[config.mk]
export PLATFORM = sky130hd
export DESIGN_NAME = step_ctrl_flat
export DESIGN_NICKNAME = d
export VERILOG_FILES = /design/src/rtl/step_ctrl_if.sv /design/src/rtl/step_ctrl.sv /design/src/flat_wrapper.sv
export SDC_FILE = /design/constraint.sdc
export NUM_CORES = 1
export LEC_CHECK = 0
export CAP_MARGIN = 20
export CORE_AREA = 2 2 70 72
export CTS_CLUSTER_SIZE = 24
export DETAILED_ROUTE_END_ITERATION = 6
export DIE_AREA = 0 0 72 74
export PLACE_DENSITY = 0.59
export REMOVE_ABC_BUFFERS = 1
export SLEW_MARGIN = 20
export SYNTH_ARGS = -nofsm -noshare
export SYNTH_HDL_FRONTEND = slang
export SYNTH_SLANG_ARGS = --single-unit
[constraint.sdc]
create_clock -name clk -period 3.68 [get_ports clk]
set_input_delay 0.736 -clock clk [delete_from_list [all_inputs] [get_ports clk]]
set_output_delay 0.736 -clock clk [all_outputs]
set_load 0.005 [all_outputs]
[src/rtl/step_ctrl_if.sv]
// Datapath-side bus of the step controller: load/clear/function controls out,
// current shift register value back.
interface step_ctrl_if;
  logic [7:0] pos;
  logic       cl;
  logic       ld;
  logic [1:0] funcc;
  logic       sel;
  logic       seed;

  modport master (input pos, output cl, ld, funcc, sel, seed);
  modport slave  (output pos, input cl, ld, funcc, sel, seed);
endinterface

[src/rtl/step_ctrl.sv]
// Running-light controller: synchronised/debounced pushbutton, step tick
// divider and IDLE/SEED/RUN/PAUSE sequencer driving an external shift register.
module step_ctrl #(
  parameter int TICK_DIV  = 1000,
  parameter int DB_CYCLES = 16
) (
  input  logic          clk,
  input  logic          rst_n,
  input  logic          key_n,
  input  logic          dir_sw,
  input  logic          mode_sw,
  step_ctrl_if.master   dp,
  output logic          running
);

  localparam logic [15:0] TICK_LOAD = 16'(TICK_DIV - 1);
  localparam logic [7:0]  DB_LAST   = 8'(DB_CYCLES - 1);
  localparam logic [1:0]  FN_HOLD   = 2'b00;
  localparam logic [1:0]  FN_LEFT   = 2'b01;
  localparam logic [1:0]  FN_RIGHT  = 2'b10;

  typedef enum logic [1:0] {IDLE, SEED, RUN, PAUSE} state_t;

  // Bit 0 key_n, bit 1 dir_sw, bit 2 mode_sw; all idle high in reset.
  logic [2:0] async_in;
  logic [2:0] sync1_reg;
  logic [2:0] sync2_reg;

  assign async_in = {mode_sw, dir_sw, key_n};

  generate
    for (genvar gi = 0; gi < 3; gi++) begin : g_sync
      always_ff @(posedge clk or negedge rst_n) begin
        if (!rst_n) begin
          sync1_reg[gi] <= 1'b1;
          sync2_reg[gi] <= 1'b1;
        end else begin
          sync1_reg[gi] <= async_in[gi];
          sync2_reg[gi] <= sync1_reg[gi];
        end
      end
    end
  endgenerate

  logic key_sync;
  logic dir_sync;
  logic mode_sync;

  assign key_sync  = sync2_reg[0];
  assign dir_sync  = sync2_reg[1];
  assign mode_sync = sync2_reg[2];

  // Debounce: the accepted level flips on the DB_CYCLES-th consecutive
  // differing sample; press marks that flip when it goes high-to-low.
  logic       db_level_reg;
  logic [7:0] db_cnt_reg;
  logic       db_differ;
  logic       db_flip;
  logic       press;

  assign db_differ = (key_sync != db_level_reg);
  assign db_flip   = db_differ && (db_cnt_reg == DB_LAST);
  assign press     = db_flip && db_level_reg;

  always_ff @(posedge clk or negedge rst_n) begin
    if (!rst_n) begin
      db_level_reg <= 1'b1;
      db_cnt_reg   <= '0;
    end else if (db_flip) begin
      db_level_reg <= key_sync;
      db_cnt_reg   <= '0;
    end else if (db_differ) begin
      db_cnt_reg   <= db_cnt_reg + 8'd1;
    end else begin
      db_cnt_reg   <= '0;
    end
  end

  logic [15:0] tick_cnt_reg;
  logic        tick;

  assign tick = (tick_cnt_reg == 16'd0);

  always_ff @(posedge clk or negedge rst_n) begin
    if (!rst_n)
      tick_cnt_reg <= TICK_LOAD;
    else if (tick)
      tick_cnt_reg <= TICK_LOAD;
    else
      tick_cnt_reg <= tick_cnt_reg - 16'd1;
  end

  state_t state_reg, state_next;
  logic   dir_q_reg, dir_q_next;

  always_ff @(posedge clk or negedge rst_n) begin
    if (!rst_n) begin
      state_reg <= IDLE;
      dir_q_reg <= 1'b0;
    end else begin
      state_reg <= state_next;
      dir_q_reg <= dir_q_next;
    end
  end

  // Wrap follows the switch each tick; bounce keeps dir_q and turns at the ends.
  logic dir_base;
  logic at_end;
  logic dir_turn;

  assign dir_base = mode_sync ? dir_q_reg : dir_sync;
  assign at_end   = mode_sync && ((!dir_q_reg && dp.pos == 8'h80) ||
                                  ( dir_q_reg && dp.pos == 8'h01));
  assign dir_turn = dir_base ^ at_end;

  always_comb begin
    state_next = state_reg;
    dir_q_next = dir_q_reg;
    dp.cl      = 1'b0;
    dp.ld      = 1'b0;
    dp.funcc   = FN_HOLD;
    dp.sel     = 1'b0;
    dp.seed    = 1'b0;
    running    = 1'b0;
    case (state_reg)
      IDLE: begin
        dp.cl = 1'b1;
        if (tick)
          state_next = SEED;
      end
      SEED: begin
        if (tick) begin
          dp.ld      = 1'b1;
          dp.seed    = 1'b1;
          dp.sel     = ~dir_sync;
          dir_q_next = dir_sync;
          state_next = RUN;
        end
      end
      RUN: begin
        running = 1'b1;
        if (tick) begin
          dp.ld = 1'b1;
          if (dp.pos == 8'h00) begin
            // Pattern shifted out: restart from the seed at the trailing end.
            dp.seed    = 1'b1;
            dp.sel     = ~dir_base;
            dir_q_next = dir_base;
          end else begin
            dir_q_next = dir_turn;
            dp.funcc   = dir_turn ? FN_RIGHT : FN_LEFT;
          end
        end
        if (press)
          state_next = PAUSE;
      end
      PAUSE: begin
        if (press)
          state_next = RUN;
      end
      default: state_next = IDLE;
    endcase
  end

endmodule
[src/flat_wrapper.sv]
// flat-port wrapper written by rule: the top's interface ports become plain ports
module step_ctrl_flat 
#(
  parameter int TICK_DIV  = 1000,
  parameter int DB_CYCLES = 16
)
  (clk, rst_n, key_n, dir_sw, mode_sw, running, dp_pos, dp_cl, dp_ld, dp_funcc, dp_sel, dp_seed);
  step_ctrl_if dp_i ();
  input  logic clk;
  input  logic rst_n;
  input  logic key_n;
  input  logic dir_sw;
  input  logic mode_sw;
  output logic running;
  input wire logic [$bits(dp_i.pos)-1:0] dp_pos;
  output wire logic [$bits(dp_i.cl)-1:0] dp_cl;
  output wire logic [$bits(dp_i.ld)-1:0] dp_ld;
  output wire logic [$bits(dp_i.funcc)-1:0] dp_funcc;
  output wire logic [$bits(dp_i.sel)-1:0] dp_sel;
  output wire logic [$bits(dp_i.seed)-1:0] dp_seed;
  assign dp_i.pos = dp_pos;
  assign dp_cl = dp_i.cl;
  assign dp_ld = dp_i.ld;
  assign dp_funcc = dp_i.funcc;
  assign dp_sel = dp_i.sel;
  assign dp_seed = dp_i.seed;
  step_ctrl #(.TICK_DIV(TICK_DIV), .DB_CYCLES(DB_CYCLES)) u_core (.clk(clk), .rst_n(rst_n), .key_n(key_n), .dir_sw(dir_sw), .mode_sw(mode_sw), .dp(dp_i), .running(running));
endmodule
==> impl_results.md <==
- Hold Crit Class: reg -> reg
- Worst R2R Setup Slack: 1530 ps
- Clk buf depth: 2
- CP Class: in -> out
- Post-synth EDFFs: 0
- Setup crit end kind: primary output
- R2r endpoint: u_core.state_reg[0]$_DFFE_PN0P_
- Top-count cell post-synth: nor2_1
- Post-route cell area: approximately 2100 sq um
- Die Wd: 72 um
- Worst-path maximum fanout: 5
- 1st-iter DRT viols: 28
- Via density: 5.25
- Worst R2R Start: u_core.tick_cnt_reg[11]$_DFF_PN0_
- Sw frac: 0.207
- Pwr Density: 330 nW/um^2
- Avg Cell Area, Syn: 10.2 sq um
- Status: finished clean
- Port bufs: 19
- Vias in the first global route: 1343
- Mux share of post-synthesis cell area: 0.0120
- Worst setup margin: 286 ps
- Commonest cells in the netlist: 24 x nor2_1, 19 x dfrtp_1, 15 x dfstp_2, 15 x nand2_1, 12 x xor2_1
- Comb pwr share: 0.055
- Power Total: 700 uW
- First-pass GRT wire length: between 6000 and 7000 um
- Final global-route overflow total: 0
- Setup Buffers After CTS: 0
- Post-synth ARST share: 1.00
- Max H-tree Level: 2
- Post-Synth Adder-Cell Area: 0.0492
- DRC viols: 0
- CTS tree: yes
- Largest family of logic cells by synthesized area: simple AND/OR/NAND/NOR gates
- LEAKAGE: 0.884 nW
- Simple-Gate Fraction of Synth Area: 0.249
- Post-Synth XOR/XNOR Area: 0.0886
- Netlist Area Pre-Place: 1780 sq um
- Inst Count DP: approximately 240
- Synth top area share: 0.267
- # nets final: 217
- DIE AREA: approximately 5300 sq um
- Post-synthesis compound-gate area fraction: 0.0781
- Number of synthesized register bits: 34
- Number of I/O pins: 20
- CTS buffer count: 5
- Max Slew Vio Count: 0
- Share of cells above drive strength 1: 0.162
- Final Hold Slack: 356 ps
- Startpoint types: primary input
- Worst Path Arrival: 2660 ps
- Worst slew pin tran: 742 ps
- P&R area growth vs syn: 19.2%
- CTS Root Cell: clkbuf_8
- Tmin final: 3390 ps
- Fin crit share: 0.922
- Synth unique cells: 44
- Setup crit start: dp_pos[1]
- Vias after detailed routing: 1323
- Total number of yosys warnings: 0
- Die Span Y: 74 um
- Pre-antenna DRT Iters: 4
- Fin. Hold Viols: 0
- Worst-path clk slew: 60 ps
- Overall global routing resource usage: 0.147
- Synth Instances: 174
- R2R cell count: 4
- CORE AREA: 4600 sq um
- Post-cts sizing count: 0
- Crit path to: dp_funcc[0]
- Maximum VDD drop: around 0.26 mV
- Drt wl/cell: 13.1 um
- Required @ worst endpoint: 2940 ps
- Final setup TNS: 0 ps
- Flop pwr share: 0.556
- Largest cells by area after synthesis: dfrtp_1 27%, dfstp_2 22%, xor2_1 5.9%
- Final GP Congestion: 0.818
- Routed Antenna Nets: 0
- Max-cap violations: 0
- Clock group share of total power: 0.389
- Seq/Total Area, Yosys: 0.489
- Rows: 25
- Pre-CTS setup slack: 274 ps
- Largest net degree at the start of global routing: 35
- Sink Count: 34
- Starting Density: 0.387
- Initial antenna violation count: 0
- Final setup violating endpoints: 0
- Max Fclk: 0.295 GHz
- Post-place instance area: 2020 sq um
- Prevailing post-synth register cell: dfrtp_1
- Slew Limit Headroom: 0.505
- Synth area leader: dfrtp_1
- Layout Skew: 2.03 ps
- Largest register FFs: 16
- Net Switching: 145 uW
- Total wire length: 3310 um
- Finished Layout Cells: 252
- Final Core Density: 0.461
- CTS Hold Buffers Added: 0
- Hpwl dp: 2430 um
- RSZ-0062 raised after global routing: no
- N_diodes: 0
- Cell-internal power: 555 uW
- Clk_lat worst skew: 270 ps
[placed cells by master (no fill, tap or decap), types with 2 or more instances in the layout]
cell	n
and3_1	3
o21ai_0	4
nand4_1	6
ha_1	7
xor2_1	12
nor2b_1	3
nor3b_1	2
buf_4	2
a21oi_1	3
dfrtp_1	19
and2_1	2
nand3b_1	2
clkdlybuf4s50_1	19
nor4_1	2
nand3_1	5
nor4_2	2
nand4b_1	2
clkbuf_8	6
nand2b_1	2
nor3_1	3
nand2_1	15
nor2_1	24
dfstp_2	15
inv_1	9
xnor2_1	6
nor4_4	2
[kinds of logic (layout without fill, tap and decap cells)]
family,after synthesis,in the layout
muxes,2,2
and+or+nand+nor,79,79
xor gates and xnor gates,18,18
DFF,34,34
buffers and inverters,14,38
adders and majority gates,7,7
AOI/OAI and AO/OA,20,20
[per-layer routing]
layer / track usage / vias up / share of wire
met5: 0 / - / 0
met4: 0.0587 / 0 / 0.015
met3: 0.0461 / 5 / 0.049
met2: 0.244 / 29 / 0.47
met1: 0.181 / 647 / 0.46
li1: - / 642 / -
[area by class of cell]
cell class / count / area [sq um]
repair buffers: 21 / 205
clock inverters: 1 / 5.00
flip-flops and latches: 34 / 870
clock buffers: 7 / 86.3
well taps: 54 / 67.6
inverters: 9 / 33.8
multi-input cells: 126 / 853
fillers: 427 / 2480
[worst min-delay path by stage]
stage / start / end / slack, ps / cells past startpoint
after CTS: u_core.sync1_reg[1]$_DFF_PN1_ / u_core.dir_sync$_DFF_PN1_ / 360 / 0
after global routing: u_core.sync1_reg[0]$_DFF_PN1_ / u_core.key_sync$_DFF_PN1_ / 360 / 0
final: u_core.sync1_reg[1]$_DFF_PN1_ / u_core.dir_sync$_DFF_PN1_ / 360 / 0
after floorplan: u_core.sync1_reg[1]$_DFF_PN1_ / u_core.dir_sync$_DFF_PN1_ / 350 / 0
after global placement: u_core.sync1_reg[0]$_DFF_PN1_ / u_core.key_sync$_DFF_PN1_ / 350 / 0
after detailed placement: u_core.sync1_reg[0]$_DFF_PN1_ / u_core.key_sync$_DFF_PN1_ / 350 / 0
[critical path, stage by stage]
cell and delay, ps:
clkdlybuf4s50_1 410, nor4_2 480, a31oi_1 150, o221a_2 270
nor2_1 110, clkdlybuf4s50_1 510
[power by group through the flow]
stage	combinational, mW	clock, mW	sequential (mW)
2_1_floorplan	0.0140	0	0.394
3_3_place_gp	0.0375	0	0.395
3_5_place_dp	0.0390	0	0.395
4_1_cts	0.0391	0.282	0.389
5_1_grt	0.0427	0.309	0.390
6_report	0.0382	0.272	0.389
(Power assumes the default switching activity.)
